<file path="src/rtl/conv_complex_stream.sv">
// Output serializer for the 3-tap complex convolver: captures the flat result bus
// on conv_done and streams N = NUM_ELEMS+2 complex samples over valid/ready.
module conv_complex_stream #(
    parameter  int unsigned QI        = 3,
    parameter  int unsigned QF        = 3,
    parameter  int unsigned NUM_ELEMS = 100,
    localparam int unsigned W         = QI + QF,
    localparam int unsigned N         = NUM_ELEMS + 2,
    localparam int unsigned BW        = 2 * W * N,
    localparam int unsigned IW        = $clog2(N)
) (
    input  logic          clk,
    input  logic          rst,
    input  logic [BW-1:0] conv,
    input  logic          conv_done,
    input  logic          conv_overflow,
    output logic [W-1:0]  out_re,
    output logic [W-1:0]  out_im,
    output logic [IW-1:0] out_index,
    output logic          out_valid,
    output logic          out_last,
    input  logic          out_ready,
    output logic          busy,
    output logic          ovf_flag,
    output logic          dropped
);

    localparam int unsigned TOP = BW - 2 * W;

    localparam logic [0:0] IDLE   = 1'b0;
    localparam logic [0:0] STREAM = 1'b1;

    logic [0:0]    state_q, state_d;
    logic [BW-1:0] shadow_q, shadow_d;
    logic [W-1:0]  re_q, re_d;
    logic [W-1:0]  im_q, im_d;
    logic [IW-1:0] index_q, index_d;
    logic          valid_q, valid_d;
    logic          last_q, last_d;
    logic          busy_q, busy_d;
    logic          ovf_q, ovf_d;
    logic          dropped_q, dropped_d;
    logic          xfer;
    logic          final_xfer;
    logic          load;

    // Shadow holds the samples not yet presented; its top slot is always the next one.
    always_comb begin
        state_d    = state_q;
        shadow_d   = shadow_q;
        re_d       = re_q;
        im_d       = im_q;
        index_d    = index_q;
        valid_d    = valid_q;
        last_d     = last_q;
        busy_d     = busy_q;
        ovf_d      = ovf_q;
        dropped_d  = dropped_q;
        load       = 1'b0;
        xfer       = valid_q && out_ready;
        final_xfer = xfer && (index_q == IW'(N - 1));

        case (state_q)
            IDLE: begin
                if (conv_done) begin
                    load = 1'b1;
                end
            end
            STREAM: begin
                if (final_xfer) begin
                    if (conv_done) begin
                        load = 1'b1;
                    end else begin
                        state_d = IDLE;
                        valid_d = 1'b0;
                        last_d  = 1'b0;
                        busy_d  = 1'b0;
                        index_d = '0;
                    end
                end else if (xfer) begin
                    re_d     = shadow_q[TOP +: W];
                    im_d     = shadow_q[TOP + W +: W];
                    shadow_d = shadow_q << (2 * W);
                    index_d  = index_q + IW'(1);
                    last_d   = (index_q == IW'(N - 2));
                end
                if (conv_done && !final_xfer) begin
                    dropped_d = 1'b1;
                end
            end
            default: begin
                state_d = IDLE;
            end
        endcase

        // Capture: sample 0 goes straight to the output registers.
        if (load) begin
            state_d  = STREAM;
            re_d     = conv[TOP +: W];
            im_d     = conv[TOP + W +: W];
            shadow_d = conv << (2 * W);
            index_d  = '0;
            valid_d  = 1'b1;
            last_d   = 1'b0;
            busy_d   = 1'b1;
            ovf_d    = conv_overflow;
        end
    end

    always_ff @(posedge clk or negedge rst) begin
        if (!rst) begin
            state_q   <= IDLE;
            shadow_q  <= '0;
            re_q      <= '0;
            im_q      <= '0;
            index_q   <= '0;
            valid_q   <= 1'b0;
            last_q    <= 1'b0;
            busy_q    <= 1'b0;
            ovf_q     <= 1'b0;
            dropped_q <= 1'b0;
        end else begin
            state_q   <= state_d;
            shadow_q  <= shadow_d;
            re_q      <= re_d;
            im_q      <= im_d;
            index_q   <= index_d;
            valid_q   <= valid_d;
            last_q    <= last_d;
            busy_q    <= busy_d;
            ovf_q     <= ovf_d;
            dropped_q <= dropped_d;
        end
    end

    assign out_re    = re_q;
    assign out_im    = im_q;
    assign out_index = index_q;
    assign out_valid = valid_q;
    assign out_last  = last_q;
    assign busy      = busy_q;
    assign ovf_flag  = ovf_q;
    assign dropped   = dropped_q;

endmodule

</file>
<file path="config.mk">
export PLATFORM = sky130hd
export DESIGN_NAME = conv_complex_stream
export DESIGN_NICKNAME = d
export VERILOG_FILES = /design/src/rtl/conv_complex_stream.sv
export SDC_FILE = /design/constraint.sdc
export NUM_CORES = 2
export LEC_CHECK = 0
export CAP_MARGIN = 20
export CORE_AREA = 2 2 490 492
export DETAILED_ROUTE_END_ITERATION = 8
export DIE_AREA = 0 0 492 494
export PLACE_DENSITY = 0.52
export SLEW_MARGIN = 20
export SYNTH_ARGS = -nofsm -noshare
export SYNTH_HDL_FRONTEND = slang
export SYNTH_SLANG_ARGS = --single-unit
</file>
<file path="constraint.sdc">
create_clock -name clk -period 3.2 [get_ports clk]
set_input_delay 0.8 -clock clk [delete_from_list [all_inputs] [get_ports clk]]
set_output_delay 0.8 -clock clk [all_outputs]
set_load 0.02 [all_outputs]
</file>
# After elaboration in Yosys (flattened, before gate mapping)
# Index checks and enable logic that the tools add are counted.
[word_totals]
latch_bits = 0
memories = 0
rom_bits = 0
reg_bits = 1248
out_inout_bits = 24
word_cells = 59
input_bits = 1229
ramBits = 0
[op_classes]
reduce_logical = 12
add_sub_neg = 1
n_div = 0
n_shift = 0
n_mul = 0
muxes = 31
bitwise_logic = 1
eq_ne = 5
magnitude_cmp = 0
[op_table]
columns = ["op", "n"]
rows = [
  ["2-to-1 mux 1224 bit", 4],
  ["2-to-1 mux 6 bit", 8],
  ["2-to-1 mux 7 bit", 5],
  ["equality test 7 bit, second input constant", 2],
  ["2-to-1 mux 1 bit", 13],
  ["AND reduction 3 bit", 3],
  ["adder 7 x 1 -> 7 bit, second input constant", 1],
  ["nonzero test 2 bit", 3],
  ["inequality test 2 x 1 -> 1 bit, second input constant", 2],
  ["logical AND 1 bit", 3],
  ["inequality test 3 x 2 -> 1 bit, second input constant", 1],
  ["nonzero test 3 bit", 1],
  ["one-hot mux 1 bit (2 select lines)", 1],
  ["AND reduction 2 bit", 1],
  ["logical NOT 1 bit", 1],
  ["NOT 1 bit", 1],
]

# Longest topological paths before layout
[depth]
word_depth = 6
depth_mapped = 10
depth_no_buf = 6

# Worst setup path before layout
# OpenSTA, ideal clock, no wires.
[synth_path]
kind = "input port to flip-flop"
startpoint = "input conv_done"
endpoint = "register shadow_q[1168]"
path_slack_ps = 928
setup_ps = 133
stages = 8
arrival_ps = 2139
required_ps = 3067
path_buffers = 4
cell_sequence = "buf_2 nor4b_1 a32oi_2 buf_2 buf_2 buf_2 o22ai_1 a21oi_1"
[synth_via]
elab_chain_len = 5
word_cells_on_any_way = 8
cone_classes = "1 x eq/ne; 4 x mux; 3 x reduce/logical"
[synth_rtl]
columns = ["element", "line", "source"]
rows = [
  ["start, declared", "15", "input logic conv_done,"],
  ["2-to-1 mux 1 bit (*)", "65, 71", ""],
  ["2-to-1 mux 1 bit", "70", "if (final_xfer) begin"],
  ["one-hot mux 1 bit (2 select lines) (*)", "63", "case (state_q)"],
  ["inequality test 2 x 1 -> 1 bit (no source line) or nonzero test 2 bit (tied branches)", "--", ""],
  ["AND reduction 3 bit (no source line)", "--", ""],
  ["end signal, assigned", "124", "shadow_q <= shadow_d;"],
  ["end, declared", "34", "logic [BW-1:0] shadow_q, shadow_d;"],
]
# Mark *: on every way between the ends. The rest lies on a longest branch, timed or not.
# A chain may end at the register's enable or synchronous reset.

# Worst setup path in the final report
[layout_path]
startpoint = "register index_q[4] (netlist: out_index[4])"
endpoint = "output out_index[4]"
[layout_lines]
columns = ["element", "line", "source"]
rows = [
  ["start, declared", "37", "logic [IW-1:0] index_q, index_d;"],
  ["start signal, assigned", "127", "index_q <= index_d;"],
  ["end, declared", "19", "output logic [IW-1:0] out_index,"],
]
# No word-level cell between the ends.

==> metrics <==
run status finished, final reports clean; Num CTS Buffers roughly 150; # IOs 1,253; Reg area 30,900 µm²; Avg Cell Area, Syn 10.2 µm²; min cycle time layout roughly 3.0 ns; CP max-delay cell clkdlybuf4s50_1; largest net degree at the start of global routing 97; DP Wirelength approximately 180,000 µm; Antenna Nets Post-Route 0; die width ~490 µm; Core Region 237,000 µm²; dpl cells slightly above 9,000; finished layout cell area about 74,000 µm²; post-synthesis sequential area ratio 0.591; footprint of the multi-input gates 15,500 µm²; Worst Tran Pin Value between 0.8 and 0.9 ns; critical path startpoint category flip-flop; post-synthesis cell area 52,300 µm²; worst reg2reg path startpoint out_index[1]; Die Area 243,000 µm²; Slew headroom 0.422; WP buf/inv 1; static leakage about 32 nW; Stages on worst setup path 1; Die H approximately 490 µm; commonest cells after routing, fill and taps aside clkdlybuf4s50_1, dfrtp_1, inv_1; WP data arrival 2.19 ns; 1st-pass router iterations 6; GP Congestion approximately 0.90; CP Capture Point out_index[4]; # clock sinks between 1,000 and 1,500; FF-to-FF path depth 8; Fillers 24,400; clock slew at reported path FFs about 0.060 ns; # hold bufs at CTS 1; WP data required ~2.4 ns; Yosys warning count 0; vias in the first global route 46,600; row cnt between 150 and 200; Crit Path Class reg -> out; vias between 40,000 and 50,000; syn_nets ~6,400; initial core utilization 0.220; Net count, final about 7,600; Synth cell types 36; worst min-delay path class reg -> reg; clock latency on the worst-skew pair ~0.80 ns; Fin. Hold Viols 0; Port Buf Inserts 1,252; Slew Limit Fails 0; Seq cells post-synth 1,236; Layout Cells excl Fill 9,685; max_cap viols 0; post-cts sizing count 0; final cycle utilization of the critical path 0.934; crit path launch out_index[4]; CP max stage delay 0.85 ns; CP Max Fanout 11; worst vdd ir between 0.4 and 0.5 mV; Syn Inst Count roughly 5,100; initial antenna violation count about 100; H-tree depth 4; skew final approximately 0.055 ns; Post-CTS Setup Inserts 0; critical path's top delay family buffers and inverters; post-DR vias/cell roughly 4.7; most common cell after layout, fill and taps aside clkdlybuf4s50_1; worst-path cell chain clkdlybuf4s50_1; clock tree buffer depth 3; Power Density ~700 nW/µm²; reg2reg end shadow_q[13]; RSZ-0062 raised after global routing false; root buffer cell clkbuf_16; GR Overflow Total 0; Initial DRC Count a little over 4,000; Worst Setup End Kind output pin; fmax 334 MHz; layout cells sized above 1 0.0727; first-pass GRT wire length about 330,000 µm; Finish-stage setup viols 0; final wirelength ~230,000 µm; Area growth syn-to-layout 42.2%; wire length per cell around 24 µm; GRT Util Overall 0.185; CTS tree done; DR DRC count 0; dpl cell area 69,200 µm²; Reg2Reg Setup Slack between 0.7 and 0.8 ns
-- routing by layer --
| metal | GRT usage | wire (µm) | vias to the layer above |
|---|---|---|---|
| li1 | - | - | 20600 |
| met1 | 0.237 | 97900 | 23000 |
| met2 | 0.282 | 107000 | 1851 |
| met3 | 0.0609 | 19900 | 361 |
| met4 | 0.0825 | 9440 | 58 |
| met5 | 0.00646 | 567 | - |
-- state kept, by name, indices dropped and copies added, names as in the netlist --
register   count
shadow_q    1212
out_index      7
ovf_flag       1
state_q        1
out_last       1
busy           1
dropped        1
out_im         6
out_re         6
-- logic make-up after synthesis --
logic type	share of synthesized area
buffers and inverters	0.114
muxes	0.000215
and+or+nand+nor	0.0343
adders and majority gates	0.000717
AOI/OAI and AO/OA	0.260
DFF	0.591
-- worst min path at each step --
stage	startpoint	end	slack (ns)	depth (start not counted)
global route	rst	shadow_q[1029]	0.47	2
global placement	dropped	dropped	0.46	1
detailed placement	shadow_q[850]	shadow_q[862]	0.48	1
finish	shadow_q[1042]	shadow_q[1054]	0.49	1
floorplan	shadow_q[991]	shadow_q[1003]	0.47	1
CTS	conv[412]	shadow_q[424]	0.45	3
-- cell usage after synthesis --
library cell | n | area share
a21o_1 | 2 | 0.00029
a21oi_1 | 961 | 0.092
a21oi_2 | 11 | 0.0018
a221o_1 | 244 | 0.047
a31o_2 | 1 | 0.00017
a31oi_1 | 4 | 0.00048
a32o_1 | 1 | 0.00019
a32oi_2 | 1 | 0.00031
a41oi_1 | 1 | 0.00017
and2_1 | 3 | 0.00036
and3_1 | 3 | 0.00036
and4bb_2 | 1 | 0.00024
buf_1 | 22 | 0.0016
buf_12 | 1 | 0.00038
buf_2 | 205 | 0.020
buf_4 | 61 | 0.0088
buf_6 | 30 | 0.0065
buf_8 | 3 | 0.00086
clkbuf_1 | 90 | 0.0065
dfrtp_1 | 1236 | 0.59
ha_1 | 3 | 0.00072
inv_1 | 972 | 0.070
mux2_2 | 1 | 0.00022
nand2_1 | 17 | 0.0012
nand2b_1 | 1 | 0.00012
nand3_1 | 14 | 0.0013
nand4_1 | 3 | 0.00036
nand4bb_4 | 1 | 0.00053
nor2b_1 | 244 | 0.029
nor4b_1 | 3 | 0.00050
o21ai_0 | 17 | 0.0016
o21ai_1 | 1 | 0.000096
o21ai_2 | 1 | 0.00017
o21bai_1 | 1 | 0.00014
o22ai_1 | 968 | 0.12
or2_2 | 1 | 0.00012
-- cell type report --
class,instances,share of cell area
multi-input cells,2509,0.208
clock buffers,221,0.0582
inverters,972,0.0491
diodes,63,0.00212
repair buffers,1477,0.205
flip-flops and latches,1236,0.416
clock inverters,40,0.00836
well taps,3167,0.0533
-- power breakdown --
group	switching, W	internal [W]	total [W]
logic	0.00406	0.00506	0.00912
registers	0.00484	0.0211	0.0259
clock network	0.00730	0.00993	0.0172
-- through the flow --
| step | setup WS, ns | total power [W] | hold slack [ns] | util | TNS [ns] |
|---|---|---|---|---|---|
| after floorplan | 0.928 | 0.0291 | 0.471 | - | 0 |
| after global placement | 0.0357 | 0.0349 | 0.461 | 0.292 | 0 |
| after detailed placement | -0.0212 | 0.0353 | 0.481 | 0.292 | -0.0260 |
| after CTS | 0.0826 | 0.0528 | 0.451 | 0.313 | 0 |
| after global routing | 0.0850 | 0.0551 | 0.472 | 0.313 | 0 |
| final | 0.210 | 0.0523 | 0.488 | 0.313 | 0 |
Power figures use the tool's default switching activity.
